[src/rtl/mpeg_es_packer.sv]
// ============================================================================
// mpeg_es_packer : packs demuxer payload bytes into 32-bit words and buffers
//                  them in a small FIFO towards the ES decoder.
// Revision 1.0
// ============================================================================
`default_nettype none

module mpeg_es_packer #(
  parameter int DEPTH_LOG2 = 4,
  parameter     unit       = ""
) (
  input  logic                  clk,
  input  logic                  reset,
  input  logic [7:0]            mpeg_data,
  input  logic                  data_valid,
  input  logic                  mpeg_packet_body,
  input  logic                  flush,
  output logic [31:0]           es_data,
  output logic [2:0]            es_bytes,
  output logic                  es_valid,
  input  logic                  es_ready,
  output logic [DEPTH_LOG2:0]   fifo_level,
  output logic                  overflow,
  output logic [31:0]           byte_count
);

  localparam int DEPTH = 1 << DEPTH_LOG2;
  localparam int PW    = DEPTH_LOG2 + 1;

  logic          body_q, body_d;
  logic [23:0]   acc_q, acc_d;
  logic [1:0]    acc_n_q, acc_n_d;
  logic [PW-1:0] wr_ptr_q, wr_ptr_d, rd_ptr_q, rd_ptr_d;
  logic [34:0]   mem_q [DEPTH];
  logic [34:0]   mem_d [DEPTH];
  logic          overflow_q, overflow_d;
  logic [31:0]   byte_count_q, byte_count_d;

  logic          accept, fall, push, pop, full, wr_en, drop;
  logic [31:0]   merged, push_word;
  logic [2:0]    push_bytes;
  logic [PW-1:0] level;

  assign accept = data_valid & mpeg_packet_body;
  assign fall   = body_q & ~mpeg_packet_body;
  assign body_d = mpeg_packet_body;

  // Current accumulator with the incoming byte dropped into lane acc_n
  always_comb begin
    merged = '0;
    case (acc_n_q)
      2'd0:    merged = {mpeg_data, 24'h0};
      2'd1:    merged = {acc_q[23:16], mpeg_data, 16'h0};
      2'd2:    merged = {acc_q[23:8], mpeg_data, 8'h0};
      default: merged = {acc_q, mpeg_data};
    endcase
  end

  always_comb begin
    acc_d        = acc_q;
    acc_n_d      = acc_n_q;
    push         = 1'b0;
    push_word    = merged;
    push_bytes   = {1'b0, acc_n_q} + 3'd1;
    byte_count_d = byte_count_q + {31'd0, accept};
    if (accept) begin
      if (acc_n_q == 2'd3 || flush) begin
        push    = 1'b1;
        acc_d   = '0;
        acc_n_d = 2'd0;
      end else begin
        acc_d   = merged[31:8];
        acc_n_d = acc_n_q + 2'd1;
      end
    end else if ((flush || fall) && acc_n_q != 2'd0) begin
      // Unused lanes of acc_q are already zero, so the tail is zero-padded
      push       = 1'b1;
      push_word  = {acc_q, 8'h0};
      push_bytes = {1'b0, acc_n_q};
      acc_d      = '0;
      acc_n_d    = 2'd0;
    end
  end

  assign level      = wr_ptr_q - rd_ptr_q;
  assign full       = level[PW-1];
  assign es_valid   = (level != '0);
  assign pop        = es_valid & es_ready;
  // When full, the slot being written is the one popped this same cycle
  assign wr_en      = push & (~full | pop);
  assign drop       = push & full & ~pop;

  always_comb begin
    for (int i = 0; i < DEPTH; i++) mem_d[i] = mem_q[i];
    if (wr_en) mem_d[wr_ptr_q[DEPTH_LOG2-1:0]] = {push_word, push_bytes};
    wr_ptr_d   = wr_ptr_q + {{(PW-1){1'b0}}, wr_en};
    rd_ptr_d   = rd_ptr_q + {{(PW-1){1'b0}}, pop};
    overflow_d = overflow_q | drop;
  end

  always_ff @(posedge clk) begin
    if (reset) begin
      body_q       <= 1'b0;
      acc_q        <= '0;
      acc_n_q      <= 2'd0;
      wr_ptr_q     <= '0;
      rd_ptr_q     <= '0;
      overflow_q   <= 1'b0;
      byte_count_q <= '0;
      for (int i = 0; i < DEPTH; i++) mem_q[i] <= '0;
    end else begin
      body_q       <= body_d;
      acc_q        <= acc_d;
      acc_n_q      <= acc_n_d;
      wr_ptr_q     <= wr_ptr_d;
      rd_ptr_q     <= rd_ptr_d;
      overflow_q   <= overflow_d;
      byte_count_q <= byte_count_d;
      for (int i = 0; i < DEPTH; i++) mem_q[i] <= mem_d[i];
    end
  end

`ifndef SYNTHESIS
  always_ff @(posedge clk) begin
    if (!reset && drop) $display("%s: ES FIFO full, word dropped", unit);
  end
`endif

  assign es_data    = mem_q[rd_ptr_q[DEPTH_LOG2-1:0]][34:3];
  assign es_bytes   = mem_q[rd_ptr_q[DEPTH_LOG2-1:0]][2:0];
  assign fifo_level = level;
  assign overflow   = overflow_q;
  assign byte_count = byte_count_q;

endmodule

`default_nettype wire

[config.mk]
export PLATFORM = sky130hd
export DESIGN_NAME = mpeg_es_packer
export DESIGN_NICKNAME = d
export VERILOG_FILES = /design/src/rtl/mpeg_es_packer.sv
export SDC_FILE = /design/constraint.sdc
export NUM_CORES = 1
export LEC_CHECK = 0
export ABC_CLOCK_PERIOD_IN_PS = 4400
export BUFFER_PORTS_ARGS = -buffer_cell sky130_fd_sc_hd__buf_2
export CORE_MARGIN = 2
export CORE_UTILIZATION = 30
export DETAILED_ROUTE_END_ITERATION = 8
export PLACE_DENSITY_LB_ADDON = 0.25
export SYNTH_ARGS = -nofsm -noshare
export SYNTH_HDL_FRONTEND = slang
export SYNTH_SLANG_ARGS = --single-unit
export TNS_END_PERCENT = 30
[constraint.sdc]
create_clock -name clk -period 4.4 [get_ports clk]
set_input_delay 0.44 -clock clk [delete_from_list [all_inputs] [get_ports clk]]
set_output_delay 0.44 -clock clk [all_outputs]
set_load 0.005 [all_outputs]
Word-level counts from Yosys, hierarchy flattened
Memory sizes are Yosys's and may differ from the RTL's. A register that Yosys moved wholly into a read port is not among the register bits.
Cells that the tools add are included.
- register bits after elaboration: 70
- memory bits (writable): 560
- logic and storage cells: 93
- memories kept: 1
- add/sub/neg operators: 6
- magnitude comparators: 2
- eq/ne operators: 3
- mux-type cells: 38
- bitwise operators: 28
- reduce and logical (&&, ||, !) cells: 8
- memory list (memory ; words ; bits a word ; read ports ; clocked after memory_dff ; write ports ; RTL line ; RTL):
    mem_q ; 16 ; 35 ; 17 ; 1 ; 16 ; 34 ; logic [34:0] mem_q [DEPTH];
- operator list (kind ; count):
    35-bit 2-to-1 mux ; 17
    560-bit bitwise mux ; 1
    560-bit 2-to-1 mux ; 1
    35-bit demux with 4-bit select ; 1
    32-bit case mux with 3 select lines ; 1
    24-bit 2-to-1 mux ; 3
    32-bit 2-to-1 mux ; 2
    32-bit by 1-bit adder with 32-bit output ; 1
    1-bit OR ; 18
    5-bit by 1-bit adder with 5-bit output ; 2
    1-bit bitwise AND ; 6
    1-bit 2-to-1 mux ; 6
    2-bit 2-to-1 mux ; 3
    3-bit 2-to-1 mux ; 2
    5-bit greater-or-equal comparator, second input constant ; 1
    5-bit by 1-bit < comparator with 1-bit output, second input constant ; 1
    4-bit inverter with 5-bit output ; 1
    5-bit nonzero test ; 1
    5-bit subtractor ; 1
    2-bit equality test, second input constant ; 2
    4-bit 2-to-1 mux ; 1
    2-bit nonzero test ; 2
    2-bit by 1-bit adder with 3-bit output, second input constant ; 1
    1-bit inverter ; 3
    other kinds (5) ; 7

Logic depth before layout (Yosys ltp)
Gate-level depths: netlist (run 1).
- depth after elaboration: 9
- mapped depth: 15
- mapped depth without buffers: 14

Worst setup path after synthesis (run 1)
No wires, ideal clock.
- path type: register -> register
- from: reg rd_ptr_q[1]
- to: reg rd_ptr_q[4]
- setup time: 128 ps
- arrival time: 3349 ps
- setup slack: 923 ps
- cell stages (with the launch flop): 16
- clock period less this slack: 3477 ps
- cell sequence: dfxtp_1 > clkbuf_1 > clkbuf_1 > clkbuf_1 > inv_1 > fa_1 > nand3_1 > and2_1 > xnor2_1 > or4_1 > and2_1 > ha_1 > ha_1 > nand3_1 > xor2_1 > nor2_1
- word-level cells in the longest chain between the ends: 4
- ends and longest elaborated chain (item ; RTL line ; RTL):
    start: declaration ; 33 ; logic [PW-1:0] wr_ptr_q, wr_ptr_d, rd_ptr_q, rd_ptr_d;
    start signal: assignment ; 116 ; rd_ptr_q <= rd_ptr_d;
    5-bit subtractor ; 85 ; assign level = wr_ptr_q - rd_ptr_q;
    named net fifo_level[4] ; 22 ; output logic [DEPTH_LOG2:0] fifo_level,
    5-bit nonzero test ; 87 ; assign es_valid = (level != '0);
    named net es_valid ; 20 ; output logic es_valid,
    1-bit bitwise AND ; 88 ; assign pop = es_valid & es_ready;
    5-bit by 1-bit adder with 5-bit output ; 97 ; rd_ptr_d = rd_ptr_q + {{(PW-1){1'b0}}, pop};
The timed path passes the listed nets, and every way through them passes these cells.
A chain may end at the register's enable or synchronous reset.

==> results.toml, run 1 <==
[timing]
period_minus_slack_ps = 3600
drv_slew = 31
hold_viol = 0
clock_skew_ps = 17.3
worstMarginPinSlew_ps = 1540
setup_viol = 0
max_slew_margin_pct = -2.72
fin_crit_sh_pct = 81.9
tns_ps = 0
fmax_mhz = 278
grt_setup_unrepaired = "false"
setup_ws_ps = 797

[route]
post_drt_wl_per_cell_um = 21.3
drtPass1Iterations = 5
viasPerCell = 4.89
wirelength_um = 81400
initialDrtViolationCount = 1100
drc_errors = 0
antenna_left = 0
dr_total_vias = 18645

[critical_path]
critPathCaptureType = "output pin"
cpMostUsedCell = "mux4_2"
path_cells = "buf_12 -> mux4_2 -> mux4_2 -> buf_2"
cp.required_ps = 3960
critPathSlowestCell = "mux4_2"
cp_slowest_stage_delay_ps = 540
crit_arrival_ps = 3160
cp_max_fo = 142
cp-start-kind = "register"
crit_type = "register to output pin"

[yosys]
synth_top_area_share_pct = 43.3
syn_nets = 2555
yosys-top-cells-area = "dfxtp_1 (43%), mux2i_1 (19%), mux4_2 (14%)"
yosys.cell_types.count = 45
yosysTopAreaCell = "dfxtp_1"
ys_seq_elements = 630
ys.flop_type = "dfxtp_1"
async_flop_share_pct = 0
synthCells = 2526
ys_seq_area_share_pct = 43.3
syn_avg_cell_area_um2 = 11.5
yosys_warnings = 0
netlist_area_mm2 = 0.0291
synth-edff-count = 0

[place]
place_ws_ps = 1170
place_inst = 3682
dp_hpwl_um = 43900
portBuffers = 87
postPlaceCellArea_mm2 = 0.0304
gp_congestion = 0.750

[cts]
cts_resized = 0
cts_setup_buffers = 0
cts_buffers = 75
ctsHoldBuffers = 0
cts_tree = "yes"
clk_pin_slew_ps = 60
htreeDepth = 3
clock-sinks = 630
clock-root-buffer = "clkbuf_16"
clk_path_buf_depth = 3
insertion_delay_ps = 620

[grt]
grt_pass1_wl_um = 125000
grt_overflow = 0
antenna_found_initial = 6
grt_use_total_pct = 16.5
grt_pass1_vias = 20082
grt_max_degree = 180

[floorplanning]
boundaryPins = 88
dieArea_mm2 = 0.0995
die_w_um = 315
core_area_mm2 = 0.0964
rows = 114
initial_core_util_pct = 30.2
die_h_um = 315

[power]
p_per_area_mw_per_mm2 = 410
ir_drop_mv = 0.273
power_leakage_nw = 14.8

[cells_and_area]
fin_cells = 3816
design_area_mm2 = 0.0328
postLayoutCoreUtil_pct = 34.1
finalNetCount = 2512
drive_above_1_share_pct = 17.0
areaGrowthSynthToFinish_pct = 12.9

[worst_hold_path]
hp-class = "input pin to register"

[status]
violations = "max-slew violations"
status = "finished, violations left"

[job]
cap_violations = 0
==> report_power, final <==
part	total, mW	internal, mW	switching [mW]
Combinational	1.46	0.605	0.859
Sequential	5.75	5.73	0.0214
Clock	6.24	3.71	2.53
Total	13.5	10.0	3.41
==> layout make-up <==
cell class | instances | area (µm²)
Timing Repair Buffer | 118 | 853
Inverter | 12 | 46.3
Sequential cell | 630 | 12600
Tap cell | 1276 | 1600
Antenna cell | 2 | 5.00
Clock buffer | 105 | 2150
Clock inverter | 27 | 300
Fill cell | 9586 | 63600
Multi-Input combinational cell | 1646 | 15300
==> through the flow <==
| stage | hold WS [ps] | total power, mW |
|---|---|---|
| 3_3_place_gp | 444 | 7.37 |
| 5_1_grt | 139 | 14.0 |
| 4_1_cts | 126 | 13.7 |
| 6_report | 141 | 13.5 |
| 3_5_place_dp | 450 | 7.38 |
| 2_1_floorplan | 442 | 6.94 |
==> synthesized netlist by cell type (2+ instances only) <==
library cell,number
dfxtp_1,630
nand2b_1,566
mux2i_1,561
mux4_2,175
clkbuf_1,140
nor2_1,67
buf_2,57
nand2_1,29
nand3_1,27
xor2_1,27
a22oi_1,25
buf_6,25
nand4_1,24
o21ai_0,23
a21o_1,18
ha_1,14
nor2b_1,12
and2_1,11
buf_1,11
inv_1,11
a21oi_1,9
or2_2,9
xnor2_1,9
a32oi_1,8
or3_1,6
and3_1,5
buf_4,5
and4_1,2
o21ai_1,2
o21bai_1,2
or4_1,2
==> registers in the layout, indices dropped and copies added (netlist names) <==
signal and cells:
overflow 1, wr_ptr_q 5, acc_q 24, body_q 1
byte_count 32, mem_q 560, rd_ptr_q 5, acc_n_q 2
==> cell families after synthesis <==
logic type,after synthesis,synth area share (%)
xor gates and xnor gates,36,1.08
adders and majority gates,15,0.671
buffers and inverters,250,4.18
muxes,736,32.8
and+or+nand+nor,769,15.8
AOI/OAI and AO/OA,90,2.07
DFF,630,43.3
==> placed cells by master (no fill, tap or decap), drive strengths merged, types with 25 or more instances in the layout <==
master and count:
a22oi 25, buf 118, clkbuf 105, dfxtp 630, mux2i 561, mux4 175, nand2 29, nand2b 566
nand3 28, nand4 26, nor2 68, o21ai 25, xor2 27
==> routing by layer <==
metal	GRT usage [%]	wire [µm]	part of all wire [%]
met5	0	0	0
met2	27.9	39200	48
met4	5.81	2660	3.3
met3	2.52	2520	3.1
met1	21.4	37100	46
==> path summary, 6_finish.rpt <==
kind,from,end,slack [ps],cells past startpoint
max,rd_ptr_q[1],es_data[6],800,4
min,mpeg_packet_body,body_q,140,2
max reg2reg,rd_ptr_q[3],mem_q[14][16],1240,8
min reg2reg,overflow,overflow,450,2
==> worst max-delay path, delay by kind of cell, from the launching register on <==
kind,cells,cell delay [ps]
mux,2,990
flops,1,350
buf+inv,2,570
No activity file was read; power rests on OpenSTA's default activity.
==> run 2, diff against run 1 <==
- ABC_CLOCK_PERIOD_IN_PS: 4400 -> 3200
- clock period: 4.4 -> 3.2 ns (I/O delays scaled with it)
==> run 2 against run 1 <==
  * The run now ends clean
  * Non-clock buffer count grew 12
  * Critical path depth increased by 1
  * Die area is the same
  * Hold slack lost 99 ps
  * Power grew 40%
  * Wire length fell by 2.0%
  * Combinational power increased by 55%
  * Global-route usage shrank 0.32 points
  * Count of clock-buffer cells in the layout decreased by 3
  * Clock skew is 3.1 ps higher
  * Highest routed layer unchanged
==> results.toml, run 2 (synthesis results as in run 1) <==
[worst_hold_path]
hp-class = "input pin to register"

[critical_path]
critPathCaptureType = "output pin"
cp.required_ps = 2880
cp_slowest_stage_delay_ps = 550
crit_arrival_ps = 2870
crit_type = "register to output pin"
critPathSlowestCell = "mux4_2"
cpMostUsedCell = "mux4_2"
cp_max_fo = 19
path_cells = "buf_16 -> bufbuf_16 -> mux4_2 -> mux4_2 -> buf_2"
cp-start-kind = "register"

[route]
drc_errors = 0
drtPass1Iterations = 6
antenna_left = 0
dr_total_vias = 18815
initialDrtViolationCount = 1032
post_drt_wl_per_cell_um = 20.8
viasPerCell = 4.90
wirelength_um = 79800

[floorplanning]
rows = 114
core_area_mm2 = 0.0964
boundaryPins = 88
die_w_um = 315
initial_core_util_pct = 30.2
die_h_um = 315
dieArea_mm2 = 0.0995

[cts]
ctsHoldBuffers = 0
clock-root-buffer = "clkbuf_16"
htreeDepth = 3
clk_path_buf_depth = 3
clk_pin_slew_ps = 60
clock-sinks = 630
cts_buffers = 76
cts_tree = "yes"
insertion_delay_ps = 620

[power]
p_per_area_mw_per_mm2 = 567
ir_drop_mv = 0.349
power_leakage_nw = 15.1

[grt]
grt_pass1_wl_um = 123000
grt_overflow = 0
grt_pass1_vias = 20102
grt_max_degree = 158
grt_use_total_pct = 16.2
antenna_found_initial = 5

[timing]
grt_setup_unrepaired = "true"
hold_viol = 0
setup_ws_ps = 14.2
clock_skew_ps = 20.4
tns_ps = 0
fmax_mhz = 314
drv_slew = 0
max_slew_margin_pct = 39.1
setup_viol = 0
worstMarginPinSlew_ps = 913
fin_crit_sh_pct = 99.6
period_minus_slack_ps = 3190

[place]
portBuffers = 87
gp_congestion = 0.756
dp_hpwl_um = 44500
place_ws_ps = 238

[cells_and_area]
top_register = "mem_q"
finalNetCount = 2525
areaGrowthSynthToFinish_pct = 14.5
largest_reg_flops = 560
final_common_cell = "dfxtp_1"
drive_above_1_share_pct = 18.0
postLayoutCoreUtil_pct = 34.5
layout_common_cells = "dfxtp_1 (627), nand2b_1 (566), mux2i_1 (561)"

[job]
cap_violations = 0

[status]
status = "completed"
run 2: changes by cell type in the layout (fill, tap and decap cells not counted), moves of 2 or more:
cell	change
clkinv_4	+3
buf_6	+3
buf_16	+6
clkinv_2	+8
buf_2	-2
buf_12	+5
buf_4	-3
clkbuf_8	+5
clkbuf_1	-9
bufbuf_16	+3
run 2: metal layers:
| layer | track usage [%] | vias to the layer above | routed length (µm) | part of all wire [%] |
|---|---|---|---|---|
| met5 | 0 | - | 0 | 0 |
| met4 | 5.79 | 0 | 2090 | 2.6 |
| met3 | 2.75 | 119 | 3160 | 4.0 |
| met2 | 27.3 | 354 | 38900 | 49 |
| met1 | 20.8 | 9567 | 35700 | 45 |
| li1 | - | 8775 | - | - |
run 2: layout make-up:
type	count	area [µm²]
flip-flops and latches	630	12600
clock inverters	37	329
fillers	9515	63100
inverters	12	46.3
diodes	3	7.51
multi-input cells	1646	15300
clock buffers	102	2210
repair buffers	130	1220
well taps	1276	1600
run 2: worst paths after layout:
kind,startpoint,to,slack (ps),cells after the start
hold / removal,mpeg_packet_body,body_q,40,2
hold reg to reg,overflow,overflow,460,2
setup reg to reg,wr_ptr_q[0],rd_ptr_q[4],230,14
setup / recovery,rd_ptr_q[0],es_data[29],10,5
run 2: power by group:
group | total, mW | internal, mW | switching, mW | leakage [nW]
sequential | 7.92 | 7.88 | 0.0409 | 5.08
clock | 8.68 | 5.19 | 3.49 | 1.27
combinational | 2.27 | 1.00 | 1.27 | 8.72
run 2: per-stage QoR:
| step | std cells | power [mW] | cell area [µm²] | hold slack (ps) |
|---|---|---|---|---|
| floorplan | 2526 | 9.55 | 29100 | 442 |
| global placement | 3690 | 10.2 | 30600 | 457 |
| detailed placement | 3690 | 10.2 | 30600 | 464 |
| CTS | 3833 | 19.2 | 33300 | 10.2 |
| global route | 3836 | 19.6 | 33300 | 31.7 |
| finish | 3836 | 18.9 | 33300 | 42.5 |
run 2: repair_timing:
action	CTS	global route
setup endpoints to repair	35	18
setup buffers	0	0
gates cloned	4	0
resized for setup	11	2
pin swaps	0	0
run 2: critical path: cells and delay by family, from the launching register on:
kind                   cells  cell delay (ps)
muxes                      2             1060
buffers and inverters      3              770
DFF                        1              370
==> run 3, diff against run 2 <==
- CORE_ASPECT_RATIO: unset -> 0.9
- CORE_MARGIN: 2 -> unset
- CORE_UTILIZATION: 30 -> 40
==> run 3 against run 2 <==
  * First-iteration DRC count up 32%
  * Worst setup slack better by 120 ps
  * Combinational power down 4%
  * Non-clock buffer count down 6
  * Power down 3.3%
  * Sequential power about the same
  * Count of clock-buffer cells in the layout down 3
  * Clock skew up 4.2 ps
  * Critical endpoint is now es_data[7]
==> results.toml, run 3 (synthesis results as in run 1) <==
[power]
ir_drop_mv = 0.363
power_leakage_nw = 14.9
p_per_area_mw_per_mm2 = 561

[cts]
cts_buffers = 69
clock-sinks = 630
ctsHoldBuffers = 0
clk_pin_slew_ps = 70
cts_tree = "yes"
insertion_delay_ps = 610
clk_path_buf_depth = 3
clock-root-buffer = "clkbuf_16"
htreeDepth = 3

[route]
dr_total_vias = 18747
antenna_left = 0
post_drt_wl_per_cell_um = 21.6
wirelength_um = 75200
drc_errors = 0
viasPerCell = 5.38
drtPass1Iterations = 5
initialDrtViolationCount = 1358

[timing]
max_slew_margin_pct = 29.2
fin_hold_ws_ps = 53.6
clock_skew_ps = 24.5
fin_crit_sh_pct = 95.9
setup_viol = 0
fmax_mhz = 326
grt_setup_unrepaired = "false"
hold_viol = 0
period_minus_slack_ps = 3070
worstMarginPinSlew_ps = 1060
drv_slew = 0
tns_ps = 0

[cells_and_area]
drive_above_1_share_pct = 16.8
largest_reg_flops = 560
finalNetCount = 2512
final_common_cell = "dfxtp_1"
areaGrowthSynthToFinish_pct = 11.9
layout_common_cells = "dfxtp_1 (627), nand2b_1 (566), mux2i_1 (561)"
top_register = "mem_q"

[grt]
grt_pass1_wl_um = 117000
antenna_found_initial = 4
grt_pass1_vias = 19140
grt_use_total_pct = 20.4
grt_max_degree = 257
grt_overflow = 0

[floorplanning]
rows = 93
die_w_um = 286
die_h_um = 258
dieArea_mm2 = 0.0738
initial_core_util_pct = 40.5
core_area_mm2 = 0.0718
boundaryPins = 88

[critical_path]
worstReg2RegEnd = "rd_ptr_q[4]"
timing.rr.start = "rd_ptr_q[0]"
cp_max_fo = 23
rrSetupSlack_ps = 250
critPathCaptureType = "output pin"
crit_path_start = "rd_ptr_q[0]"
crit_type = "register to output pin"
cp-start-kind = "register"
r2r_cells = 13
critPathCapture = "es_data[7]"
cp.required_ps = 2880
crit_arrival_ps = 2750

[place]
gp_congestion = 0.755
dp_hpwl_um = 39200
portBuffers = 87

[job]
cap_violations = 0

[worst_hold_path]
hp-class = "input pin to register"

[status]
status = "completed"
-- run 3: worst max-delay path, stage by stage (launching register included) --
cell     delay (ps)
dfxtp_4         410
buf_16          240
buf_12          260
mux4_2          520
mux4_2          530
buf_2           160
-- run 3: what timing repair did --
| item | in CTS | in global routing |
|---|---|---|
| gates resized for setup | 10 | 1 |
| setup buffers | 0 | 0 |
| setup endpoints to repair | 26 | 7 |
| cloned | 3 | 2 |
| endpoints found under the hold margin | 0 | 0 |
-- run 3: per-layer routing --
metal  share of wire (%)  track usage [%]  routed length [µm]  vias to the layer above
met5                   0                0                   0                        -
met3                 3.3             2.90                2500                      114
met4                 2.3             5.38                1730                        0
met1                  47             27.7               35200                     9556
met2                  48             33.8               35800                      343
li1                    -                -                   -                     8734
-- run 3: cell type report --
| class | instances | area (µm²) |
|---|---|---|
| diodes | 2 | 5.00 |
| clock buffers | 99 | 2030 |
| clock inverters | 20 | 262 |
| fillers | 6546 | 39200 |
| inverters | 12 | 46.3 |
| multi-input cells | 1646 | 15300 |
| flip-flops and latches | 630 | 12600 |
| well taps | 950 | 1190 |
| repair buffers | 124 | 1130 |
-- run 3: worst min path at each step --
| stage | to | cells after the start | slack [ps] | startpoint |
|---|---|---|---|---|
| final | body_q | 2 | 50 | mpeg_packet_body |
| after detailed placement | overflow | 2 | 450 | overflow |
| after global placement | overflow | 2 | 450 | overflow |
| after CTS | body_q | 2 | 30 | mpeg_packet_body |
| after floorplan | overflow | 2 | 440 | overflow |
| after global routing | body_q | 2 | 40 | mpeg_packet_body |
-- run 3: per-stage QoR --
step | power (mW) | area (µm²) | worst slack [ps] | util [%] | instances
finish | 18.2 | 32600 | 131 | 45.3 | 3483
CTS | 18.4 | 32500 | 23.3 | 45.3 | 3479
floorplan | 9.55 | 29100 | 12.5 | - | 2526
detailed placement | 10.1 | 30100 | 271 | 41.9 | 3357
global route | 18.9 | 32600 | 31.3 | 45.3 | 3483
global placement | 10.0 | 30100 | 223 | 41.9 | 3357
-- run 3: power breakdown --
| group | internal [mW] | switching, mW |
|---|---|---|
| Combinational | 0.988 | 1.19 |
| Clock | 4.89 | 3.26 |
| Sequential | 7.88 | 0.0412 |
